<file path="config.mk">
export PLATFORM = sky130hd
export DESIGN_NAME = memory_arbiter
export DESIGN_NICKNAME = d
export VERILOG_FILES = /design/src/rtl/memory_arbiter.sv
export SDC_FILE = /design/constraint.sdc
export NUM_CORES = 1
export LEC_CHECK = 0
export CORE_MARGIN = 10
export CORE_UTILIZATION = 33
export CTS_BUF_LIST = sky130_fd_sc_hd__clkbuf_2 sky130_fd_sc_hd__clkbuf_4 sky130_fd_sc_hd__clkbuf_8
export CTS_CLUSTER_SIZE = 28
export DETAILED_ROUTE_END_ITERATION = 16
export SYNTH_ARGS = -nofsm -noshare
export SYNTH_HDL_FRONTEND = slang
export SYNTH_SLANG_ARGS = --single-unit
export TNS_END_PERCENT = 5
</file>
<file path="constraint.sdc">
create_clock -name clk -period 3.3 [get_ports clk]
set_input_delay 0.99 -clock clk [delete_from_list [all_inputs] [get_ports clk]]
set_output_delay 0.99 -clock clk [all_outputs]
set_load 0.1 [all_outputs]
</file>
<file path="src/rtl/memory_arbiter.sv">
// Two-master (CPU/DMA) arbiter for a single memory bus: round-robin with DMA
// lock bursts, halt handling with timeout abort and a sticky bus_error flag.
module memory_arbiter #(
  parameter int MAX_LOCK     = 8,
  parameter int HALT_TIMEOUT = 1023
) (
  input  logic        clk,
  input  logic        reset,
  input  logic        cpu_req,
  input  logic        cpu_we,
  input  logic [23:0] cpu_address,
  input  logic [7:0]  cpu_wdata,
  output logic        cpu_ack,
  output logic [7:0]  cpu_rdata,
  input  logic        dma_req,
  input  logic        dma_we,
  input  logic [23:0] dma_address,
  input  logic [7:0]  dma_wdata,
  input  logic        dma_lock,
  output logic        dma_ack,
  output logic [7:0]  dma_rdata,
  output logic [23:0] mem_address,
  output logic [7:0]  mem_data_in,
  output logic        mem_bus_enable,
  output logic        mem_write_enable,
  input  logic [7:0]  mem_data_out,
  input  logic        mem_bus_halt,
  output logic        bus_error
);

  localparam int HCW = (HALT_TIMEOUT > 0) ? $clog2(HALT_TIMEOUT + 1) : 1;
  localparam int LCW = (MAX_LOCK > 0) ? $clog2(MAX_LOCK + 1) : 1;
  localparam logic [HCW-1:0] HALT_MAX = HCW'(HALT_TIMEOUT);
  localparam logic [LCW-1:0] LOCK_MAX = LCW'(MAX_LOCK);

  typedef enum logic {IDLE, ACCESS} state_t;

  state_t          r_state, w_state_nxt;
  logic            r_last_dma, w_last_dma_nxt;
  logic            r_lock_prev, w_lock_prev_nxt;
  logic            r_win_dma, w_win_dma_nxt;
  logic [LCW-1:0]  r_lock_count, w_lock_count_nxt;
  logic [HCW-1:0]  r_halt_count, w_halt_count_nxt;
  logic [23:0]     r_mem_address, w_mem_address_nxt;
  logic [7:0]      r_mem_data_in, w_mem_data_in_nxt;
  logic            r_mem_en, w_mem_en_nxt;
  logic            r_mem_we, w_mem_we_nxt;
  logic            r_cpu_ack, w_cpu_ack_nxt;
  logic            r_dma_ack, w_dma_ack_nxt;
  logic [7:0]      r_cpu_rdata, w_cpu_rdata_nxt;
  logic [7:0]      r_dma_rdata, w_dma_rdata_nxt;
  logic            r_bus_error, w_bus_error_nxt;

  logic w_cpu_elig, w_dma_elig, w_lock_active, w_cpu_hold, w_pick_dma, w_pick_cpu;

  assign w_cpu_elig    = cpu_req & ~r_cpu_ack;
  assign w_dma_elig    = dma_req & ~r_dma_ack;
  assign w_lock_active = r_last_dma & r_lock_prev & (r_lock_count < LOCK_MAX);
  // A live lock reserves the bus through the DMA's own ack cycle, otherwise a
  // held CPU request would always slip in before the DMA can re-request.
  assign w_cpu_hold    = w_lock_active & r_dma_ack;
  assign w_pick_dma    = w_dma_elig & (~w_cpu_elig | ~r_last_dma | w_lock_active);
  assign w_pick_cpu    = w_cpu_elig & ~w_pick_dma & ~w_cpu_hold;

  always_comb begin
    w_state_nxt       = r_state;
    w_last_dma_nxt    = r_last_dma;
    w_lock_prev_nxt   = r_lock_prev;
    w_win_dma_nxt     = r_win_dma;
    w_lock_count_nxt  = r_lock_count;
    w_halt_count_nxt  = r_halt_count;
    w_mem_address_nxt = r_mem_address;
    w_mem_data_in_nxt = r_mem_data_in;
    w_mem_en_nxt      = r_mem_en;
    w_mem_we_nxt      = r_mem_we;
    w_cpu_ack_nxt     = 1'b0;
    w_dma_ack_nxt     = 1'b0;
    w_cpu_rdata_nxt   = r_cpu_rdata;
    w_dma_rdata_nxt   = r_dma_rdata;
    w_bus_error_nxt   = r_bus_error;
    case (r_state)
      IDLE: begin
        w_mem_en_nxt = 1'b0;
        w_mem_we_nxt = 1'b0;
        if (w_pick_dma) begin
          w_state_nxt       = ACCESS;
          w_win_dma_nxt     = 1'b1;
          w_last_dma_nxt    = 1'b1;
          w_lock_prev_nxt   = dma_lock;
          w_mem_address_nxt = dma_address;
          w_mem_data_in_nxt = dma_wdata;
          w_mem_we_nxt      = dma_we;
          w_mem_en_nxt      = 1'b1;
          w_halt_count_nxt  = '0;
          if (!dma_lock)
            w_lock_count_nxt = '0;
          else if (cpu_req && (r_lock_count < LOCK_MAX))
            w_lock_count_nxt = r_lock_count + LCW'(1);
        end else if (w_pick_cpu) begin
          w_state_nxt       = ACCESS;
          w_win_dma_nxt     = 1'b0;
          w_last_dma_nxt    = 1'b0;
          w_lock_prev_nxt   = 1'b0;
          w_lock_count_nxt  = '0;
          w_mem_address_nxt = cpu_address;
          w_mem_data_in_nxt = cpu_wdata;
          w_mem_we_nxt      = cpu_we;
          w_mem_en_nxt      = 1'b1;
          w_halt_count_nxt  = '0;
        end
      end
      ACCESS: begin
        if (!mem_bus_halt || (r_halt_count == HALT_MAX)) begin
          w_state_nxt   = IDLE;
          w_mem_en_nxt  = 1'b0;
          w_mem_we_nxt  = 1'b0;
          w_cpu_ack_nxt = ~r_win_dma;
          w_dma_ack_nxt = r_win_dma;
          if (mem_bus_halt) begin
            w_bus_error_nxt = 1'b1;
            if (r_win_dma) w_dma_rdata_nxt = '1;
            else           w_cpu_rdata_nxt = '1;
          end else if (!r_mem_we) begin
            if (r_win_dma) w_dma_rdata_nxt = mem_data_out;
            else           w_cpu_rdata_nxt = mem_data_out;
          end
        end else begin
          w_halt_count_nxt = r_halt_count + HCW'(1);
        end
      end
      default: w_state_nxt = IDLE;
    endcase
  end

  always_ff @(posedge clk or negedge reset) begin
    if (!reset) begin
      r_state       <= IDLE;
      r_last_dma    <= 1'b1;
      r_lock_prev   <= 1'b0;
      r_win_dma     <= 1'b0;
      r_lock_count  <= '0;
      r_halt_count  <= '0;
      r_mem_address <= '0;
      r_mem_data_in <= '0;
      r_mem_en      <= 1'b0;
      r_mem_we      <= 1'b0;
      r_cpu_ack     <= 1'b0;
      r_dma_ack     <= 1'b0;
      r_cpu_rdata   <= '0;
      r_dma_rdata   <= '0;
      r_bus_error   <= 1'b0;
    end else begin
      r_state       <= w_state_nxt;
      r_last_dma    <= w_last_dma_nxt;
      r_lock_prev   <= w_lock_prev_nxt;
      r_win_dma     <= w_win_dma_nxt;
      r_lock_count  <= w_lock_count_nxt;
      r_halt_count  <= w_halt_count_nxt;
      r_mem_address <= w_mem_address_nxt;
      r_mem_data_in <= w_mem_data_in_nxt;
      r_mem_en      <= w_mem_en_nxt;
      r_mem_we      <= w_mem_we_nxt;
      r_cpu_ack     <= w_cpu_ack_nxt;
      r_dma_ack     <= w_dma_ack_nxt;
      r_cpu_rdata   <= w_cpu_rdata_nxt;
      r_dma_rdata   <= w_dma_rdata_nxt;
      r_bus_error   <= w_bus_error_nxt;
    end
  end

  assign cpu_ack          = r_cpu_ack;
  assign dma_ack          = r_dma_ack;
  assign cpu_rdata        = r_cpu_rdata;
  assign dma_rdata        = r_dma_rdata;
  assign mem_address      = r_mem_address;
  assign mem_data_in      = r_mem_data_in;
  assign mem_bus_enable   = r_mem_en;
  assign mem_write_enable = r_mem_we;
  assign bus_error        = r_bus_error;

endmodule

</file>
=== Word level (Yosys, flattened, before mapping) ===
Cells that the tools add are included.

* Equal/unequal tests: 6
* Magnitude comparators: 1
* Mux-type cells: 36
* Reduce and logical (&&, ||, !) cells: 10
* Bitwise logic cells: 18
* Shift-type cells: 0
* Div/mod/pow operators: 0
* Multipliers: 0
* $add $sub $neg: 2

{| class="wikitable"
|+ Operators by type and width
! operator !! count
|-
| 8-bit 2-to-1 mux || 10
|-
| 24-bit 2-to-1 mux || 2
|-
| 10-bit 2-to-1 mux || 3
|-
| 10-bit case mux with 2 select lines || 1
|-
| 4-bit 2-to-1 mux || 4
|-
| 1-bit 2-to-1 mux || 13
|-
| 10-bit by 1-bit adder with 10-bit output, second input constant || 1
|-
| 10-bit equality test, second input constant || 1
|-
| 1-bit AND || 8
|-
| 1-bit inverter || 8
|-
| 4-bit AND reduction || 2
|-
| 1-bit case mux with 2 select lines || 3
|-
| 3-bit AND reduction || 2
|-
| 4-bit by 1-bit adder with 4-bit output, second input constant || 1
|-
| 4-bit < comparator, second input constant || 1
|-
| 2-bit inequality test, second input constant || 2
|-
| 2-bit AND reduction || 2
|-
| 3-bit by 2-bit inequality test with 1-bit output, second input constant || 1
|-
| 3-bit inequality test, second input constant || 1
|-
| 2-bit by 1-bit inequality test with 1-bit output, second input constant || 1
|-
| 1-bit OR || 2
|-
| 2-bit nonzero test || 1
|-
| 1-bit logical AND || 1
|-
| 1-bit logical NOT || 1
|-
| 1-bit logical OR || 1
|}

* Bits in read-only memories: 0
* Output and inout port bits: 53
* RAM bits: 0
* Memories: 0
* Register bits after elaboration: 71
* Bits in latches: 0
* Input port bits: 80
* Logic and storage cells: 88

=== Longest topological paths before layout ===
Gate-level depths: netlist of run 1.

* Depth in word-level cells: 12
* Mapped depth: 6
* Depth with buffers taken out: 6

=== Worst setup path before layout of run 1 ===
Ideal clock, no wire load.

* Path kind: input to register
* From: in mem_bus_halt
* To: reg r_halt_count[9]
* Path slack: 1.253 ns
* Stages: 5
* Arrival: 1.921 ns
* Data required time: 3.174 ns
* Setup time: 0.126 ns
* Buffers on the path: 1
* Path through: buf_2 nand2_2 a31oi_4 nor2_4 a221o_1

* Cells in the longest elaborated chain, start to end: 4

{| class="wikitable"
|+ Ends and longest elaborated chain
! element !! RTL line !! source
|-
| start, declared || 27 || <nowiki>input logic mem_bus_halt,</nowiki>
|-
| 1-bit logical NOT || 113 || <nowiki>if (!mem_bus_halt || (r_halt_count == HALT_MAX)) begin</nowiki>
|-
| 1-bit logical OR || 113 ||
|-
| 2-bit inequality test (no source line) || -- ||
|-
| 2-bit AND reduction (no source line) || -- ||
|-
| end signal, assigned || 158 || <nowiki>r_halt_count <= w_halt_count_nxt;</nowiki>
|-
| end, declared || 43 || <nowiki>logic [HCW-1:0] r_halt_count, w_halt_count_nxt;</nowiki>
|}

Every way passes these cells.
A chain may end at the register's enable or synchronous reset.

=== Final worst setup path of run 1 ===
* From: in cpu_req
* To: reg r_mem_address[9], in the netlist mem_address[9]

* Cells in the longest elaborated chain, start to end: 10
* Elaborated cells between the ends (all ways): 11
* Those cells by class: 1 x mux; 8 x bitwise; 2 x reduce/logical

{| class="wikitable"
|+ Ends and longest elaborated chain
! element !! RTL line !! source
|-
| start, declared || 9 || <nowiki>input logic cpu_req,</nowiki>
|-
| 1-bit AND (*) || 56 || <nowiki>assign w_cpu_elig = cpu_req & ~r_cpu_ack;</nowiki>
|-
| 1-bit inverter || 62 || <nowiki>assign w_pick_dma = w_dma_elig & (~w_cpu_elig | ~r_last_dma | w_lock_active);</nowiki>
|-
| 1-bit OR (2 in series) || 62 ||
|-
| 1-bit AND || 62 ||
|-
| 1-bit inverter || 63 || <nowiki>assign w_pick_cpu = w_cpu_elig & ~w_pick_dma & ~w_cpu_hold;</nowiki>
|-
| 1-bit AND (2 in series) || 63 ||
|-
| 2-bit nonzero test (no source line) || -- ||
|-
| 2-bit AND reduction (no source line) || -- ||
|-
| end signal, assigned || 159 || <nowiki>r_mem_address <= w_mem_address_nxt;</nowiki>
|-
| end, declared || 44 || <nowiki>logic [23:0] r_mem_address, w_mem_address_nxt;</nowiki>
|}

Mark *: on every way between the ends. The rest lies on a longest branch, timed or not.

==> results of run 1 <==
## cell families after synthesis
family | Yosys count | synth area share, %
AO/OA/AOI/OAI | 85 | 18.0
adder cells (fa/ha/maj) | 2 | 0.764
multiplexers | 35 | 10.7
flip-flops | 71 | 54.3
buffers and inverters | 20 | 3.25
AND/OR/NAND/NOR | 84 | 13.0
## through the flow
step / setup slack (ns) / utilization (%)
after floorplan: 1.25 / -
after global placement: 0.556 / 47.3
after detailed placement: 0.505 / 47.3
after CTS: 0.879 / 49.4
after global routing: 0.743 / 49.4
final: 0.879 / 49.4
## worst min-delay path, cell delays in order (launching register included)
cell	delay [ns]
dfrtp_1	0.35
nand2_1	0.05
o21ai_1	0.06
## synthesized netlist by cell type (4+ instances only)
| library cell | instances | area share [%] |
|---|---|---|
| dfrtp_1 | 70 | 53 |
| nand2_1 | 44 | 5.0 |
| mux2i_1 | 35 | 11 |
| o21ai_1 | 35 | 5.3 |
| o22a_1 | 16 | 4.3 |
| buf_2 | 10 | 1.5 |
| o21ai_0 | 10 | 1.5 |
| nand3_1 | 8 | 1.2 |
| buf_4 | 5 | 1.1 |
| nor2_1 | 5 | 0.57 |
| nor3_1 | 5 | 0.76 |
| a211o_1 | 4 | 1.1 |
| a21oi_1 | 4 | 0.61 |
| inv_1 | 4 | 0.46 |
## cells in the final DEF (no fill, tap or decap), types with 2 or more instances in the layout
master	count
buf_4	56
o21ai_0	10
nand3_1	8
clkbuf_8	10
a211o_1	3
clkdlybuf4s50_1	78
clkinv_4	2
a21o_1	2
a31oi_1	2
buf_12	2
nor2_1	5
o22a_1	16
inv_1	4
nand2_1	44
nor2b_1	2
and3_1	2
nand2b_1	2
a21oi_4	2
nor3_1	5
o21ai_1	34
ha_1	2
dfrtp_1	70
mux2i_1	35
a21oi_1	4
## state kept, by name, summed over array words and instances (netlist names)
name              flops
mem_bus_enable        1
r_lock_count          4
r_last_dma            1
mem_data_in           8
r_win_dma             1
r_halt_count         10
cpu_rdata             8
r_lock_prev           1
dma_ack               1
mem_address          24
r_state               1
mem_write_enable      1
dma_rdata             8
cpu_ack               1
bus_error             1
## area by class of cell
class | count | area share (%)
tap | 133 | 3.46
inverter | 4 | 0.312
sequential | 71 | 37.0
timing repair buffer | 136 | 25.8
clock buffer | 10 | 2.86
clock inverter | 6 | 1.43
multi-input combinational | 206 | 29.2
## worst paths after layout
check / slack (ns) / cells after the start / startpoint / end
min in group asynchronous: 0.77 / 1 / reset / r_halt_count[2]
max: 0.88 / 6 / cpu_req / mem_address[9]
max reg2reg: 1.44 / 5 / r_state / r_halt_count[9]
min reg2reg: 0.49 / 2 / mem_address[15] / mem_address[15]
max in group asynchronous: 1.95 / 1 / reset / mem_address[13]
min: 0.49 / 2 / mem_address[15] / mem_address[15]
## per-layer routing
| metal | wire, um | global-route usage [%] | up-vias |
|---|---|---|---|
| met3 | 662 | 5.44 | 7 |
| met4 | 53 | 2.49 | 0 |
| met5 | 0 | 0 | - |
| met2 | 4450 | 20.9 | 80 |
| li1 | - | - | 1335 |
| met1 | 4060 | 15.8 | 1278 |
==> results.ini, run 1 <==
[logic_synthesis]
syn_area_um2 = 3270
synth-edff-count = 0
yosysSeqAreaShare_pct = 54.3
synth_ff_type = dfrtp_1
syn_nets = 379
async_reset_ff_share_pct = 100
ys_ff_latch = 71
synthCells = 297
avgSynthCellArea_um2 = 11.0
yosys_warnings = 0
yosysUniqueCellTypes = 49

[clock_tree]
cts_resized = 0
cts_hold_buf = 0
cts_root_buf = clkbuf_8
postCtsSetupRepairBufs = 0
cts_buffer_depth = 2
clkTransAtPathRegs_ns = 0.08
insertion_delay_ns = 0.34
cts_sinks = 71
cts_tree = done
cts_inserted_buffers = 9
cts_max_level = 3

[layout]
antennaDiodeCount = 0
ff_latch_area_um2 = 1780
fillers = 949
multiInputGateArea_um2 = 1400
syn_to_final_growth_pct = 46.9
fin_area_um2 = 4810
drive_gt1_share_pct = 20.1
finalNonFillerCells = 566
fin_nets = 510

[detailed_routing]
ant_nets = 0
wirelength_um = 9230
drc = 0
via_per_inst = 4.77
drt_iter0_markers = 122
routedWlPerCell_um = 16.3
vias = 2700
dr.pass1.iters = 4

[die]
ios = 133
initial_core_util_pct = 33.7
coreArea_um2 = 9730
dieHeight_um = 120
num_rows = 36
fp.dieW_um = 120
dieArea_um2 = 14300

[job]
drv_cap = 0

[grt]
grt_pass1_wl_um = 15000
grt_max_degree = 72
track_usage_pct = 12.9
grt_pass1_vias = 2864
antenna_found_initial = 0
grt_overflow = 0

[setup_path]
cp-start-kind = input port
crit_family = buffers and inverters
cpPeakStageDelay_ns = 0.58
crit_slowest_cell = a211o_2
cp_cell_sequence = clkdlybuf4s50_1 -> nand2b_1 -> a211o_2 -> buf_4 -> nand2_1 -> o21ai_1
end_kind = flip-flop
cp.arrival_ns = 2.63
critPathBufInv = 2
worstPathMaxFanout = 29
path_class = in -> reg
cp.required_ns = 3.51

[outcome]
outcome = finished, final reports clean

[timing]
skew_ns = 0.0102
slew_violations = 0
hold_viol_final = 0
rsz0062_at_grt = no
setup_violations = 0
whs_ns = 0.486
layout_min_cycle_time_ns = 2.42
fin_crit_sh_pct = 73.4
fmaxAchievable_mhz = 413
tightest_slew_ns = 0.893
tns_ns = 0
relSlewSlack_pct = 40.5

[place]
dp.cells = 550
gp_congestion = 0.773
dp_hpwl_um = 7050
place_area_um2 = 4600
port_buffers = 132

[min_path]
hold_path_class = reg -> reg

Power of run 1 is not shown: default switching activity piles up to over one toggle a cycle in this logic, so the estimate is an artifact.
==> run 2: changes to the inputs <==
--- a/config.mk
+++ b/config.mk
@@ -10,6 +10,7 @@
 export CTS_BUF_LIST = sky130_fd_sc_hd__clkbuf_2 sky130_fd_sc_hd__clkbuf_4 sky130_fd_sc_hd__clkbuf_8
 export CTS_CLUSTER_SIZE = 28
 export DETAILED_ROUTE_END_ITERATION = 16
+export PLACE_DENSITY = 0.66
 export SYNTH_ARGS = -nofsm -noshare
 export SYNTH_HDL_FRONTEND = slang
 export SYNTH_SLANG_ARGS = --single-unit
==> constraint.sdc (replaced) <==
create_clock -name clk -period 2 [get_ports clk]
set_input_delay 0.6 -clock clk [delete_from_list [all_inputs] [get_ports clk]]
set_output_delay 0.6 -clock clk [all_outputs]
set_load 0.1 [all_outputs]
==> results.ini, run 2 (synthesized netlist as in run 1, its figures left out) <==
[timing]
rsz0062_at_grt = no  ; unchanged
tightest_slew_ns = 0.414  ; was 0.893 ns
hold_viol_final = 0  ; unchanged
fmaxAchievable_mhz = 529
whs_ns = 0.170  ; was 0.486 ns
relSlewSlack_pct = 72.3  ; was 40.5%
fin_crit_sh_pct = 94.5
layout_min_cycle_time_ns = 1.89
slew_violations = 0  ; unchanged
setup_violations = 0  ; unchanged
skew_ns = 0.00984  ; was 0.0102 ns

[outcome]
outcome = finished, final reports clean  ; unchanged

[clock_tree]
postCtsSetupRepairBufs = 0  ; unchanged
cts_resized = 0  ; unchanged
cts_buffer_depth = 2  ; unchanged
clkTransAtPathRegs_ns = 0.07  ; was 0.08 ns
cts_inserted_buffers = 9  ; unchanged
cts_sinks = 71  ; unchanged
cts_tree = done  ; unchanged
cts_hold_buf = 0  ; unchanged
cts_max_level = 3  ; unchanged
cts_root_buf = clkbuf_8  ; unchanged
insertion_delay_ns = 0.33  ; was 0.34 ns

[layout]
final_common_cell = clkdlybuf4s50_1  ; unchanged
antennaDiodeCount = 0  ; unchanged
fin_nets = 521  ; was 510
layout_common_cells = 78 x clkdlybuf4s50_1, 70 x dfrtp_1, 57 x buf_12, 44 x nand2_1, 35 x mux2i_1  ; was 78 x clkdlybuf4s50_1, 70 x dfrtp_1, 56 x buf_4, 44 x nand2_1, 35 x mux2i_1
largest_register_ffs = 24  ; unchanged
drive_gt1_share_pct = 21.9  ; was 20.1%
syn_to_final_growth_pct = 69.8  ; was 46.9%

[setup_path]
end_kind = flip-flop  ; unchanged
cp.arrival_ns = 2.11  ; was 2.63 ns
reg2reg_slack_ns = 0.29  ; was 1.44 ns
worstPathMaxFanout = 6  ; was 29
path_class = in -> reg  ; unchanged
cp.required_ns = 2.22  ; was 3.51 ns
cp-start-kind = input port  ; unchanged
worstRegToRegCells = 5  ; unchanged

[die]
initial_core_util_pct = 33.7  ; unchanged
dieArea_um2 = 14300  ; unchanged
fp.dieW_um = 120  ; unchanged
num_rows = 36  ; unchanged
coreArea_um2 = 9730  ; unchanged
dieHeight_um = 120  ; unchanged
ios = 133  ; unchanged

[place]
gp_congestion = 0.813  ; was 0.773
dp_hpwl_um = 7660  ; was 7050 um
port_buffers = 132  ; unchanged

[min_path]
hold_path_class = in -> async  ; was reg -> reg

[detailed_routing]
vias = 2775  ; was 2700
drc = 0  ; unchanged
wirelength_um = 9690  ; was 9230 um
routedWlPerCell_um = 16.8  ; was 16.3 um
drt_iter0_markers = 100  ; was 122
ant_nets = 0  ; unchanged
via_per_inst = 4.82  ; was 4.77
dr.pass1.iters = 5  ; was 4

[grt]
track_usage_pct = 13.3  ; was 12.9%
grt_pass1_wl_um = 15400  ; was 15000 um
grt_max_degree = 47  ; was 72
antenna_found_initial = 0  ; unchanged
grt_overflow = 0  ; unchanged
grt_pass1_vias = 2875  ; was 2864

[job]
drv_cap = 0  ; unchanged

==> run 2: cell count changes in the layout (fill, tap and decap cells not counted), sizes merged <==
cell / before / now
inv: 5 / 4
clkinv: 3 / 2
buf: 58 / 69
clkbuf: 10 / 11
==> run 2: layout make-up <==
type / count / area, um2
timing repair buffer: 147 / 2010
clock inverter: 4 / 47.5
tap: 133 / 166
fill: 851 / 4170
sequential: 71 / 1780
inverter: 4 / 15.0
multi-input combinational: 206 / 1400
clock buffer: 11 / 139
==> run 2: path summary, 6_finish.rpt <==
| check | end | start |
|---|---|---|
| max reg2reg | cpu_rdata[2] | r_halt_count[0] |
| max in group asynchronous | mem_address[22] | reset |
| min in group clk | r_last_dma | r_last_dma |
| min reg2reg | r_last_dma | r_last_dma |
| min | mem_bus_enable | reset |
| max | r_halt_count[9] | cpu_req |
==> run 2: metal layers <==
layer,vias to the layer above,track usage (%),share of wire [%]
li1,1358,-,-
met1,1329,15.1,39
met2,77,22.9,53
met3,11,4.74,7.0
met4,0,4.52,1.3
met5,-,0,0
==> run 2: metrics by stage <==
step                      instance area (um2)  instances  worst slack (ns)  utilization (%)  TNS, ns
after floorplan                          3270        297            0.0341                -        0
after global placement                   5370        561            -0.162             55.2    -6.18
after global routing                     5560        576            0.0285             57.2        0
after CTS                                5560        576             0.128             57.2        0
after detailed placement                 5370        561            -0.233             55.2    -8.35
final                                    5560        576             0.110             57.2        0
==> run 2: worst max-delay path, cell delays in order <==
cell and delay [ns]:
clkdlybuf4s50_1 0.54, nand2b_1 0.13, a211oi_4 0.40, nor2_4 0.09, a221o_1 0.35
Power of run 2 is left out for the same reason.
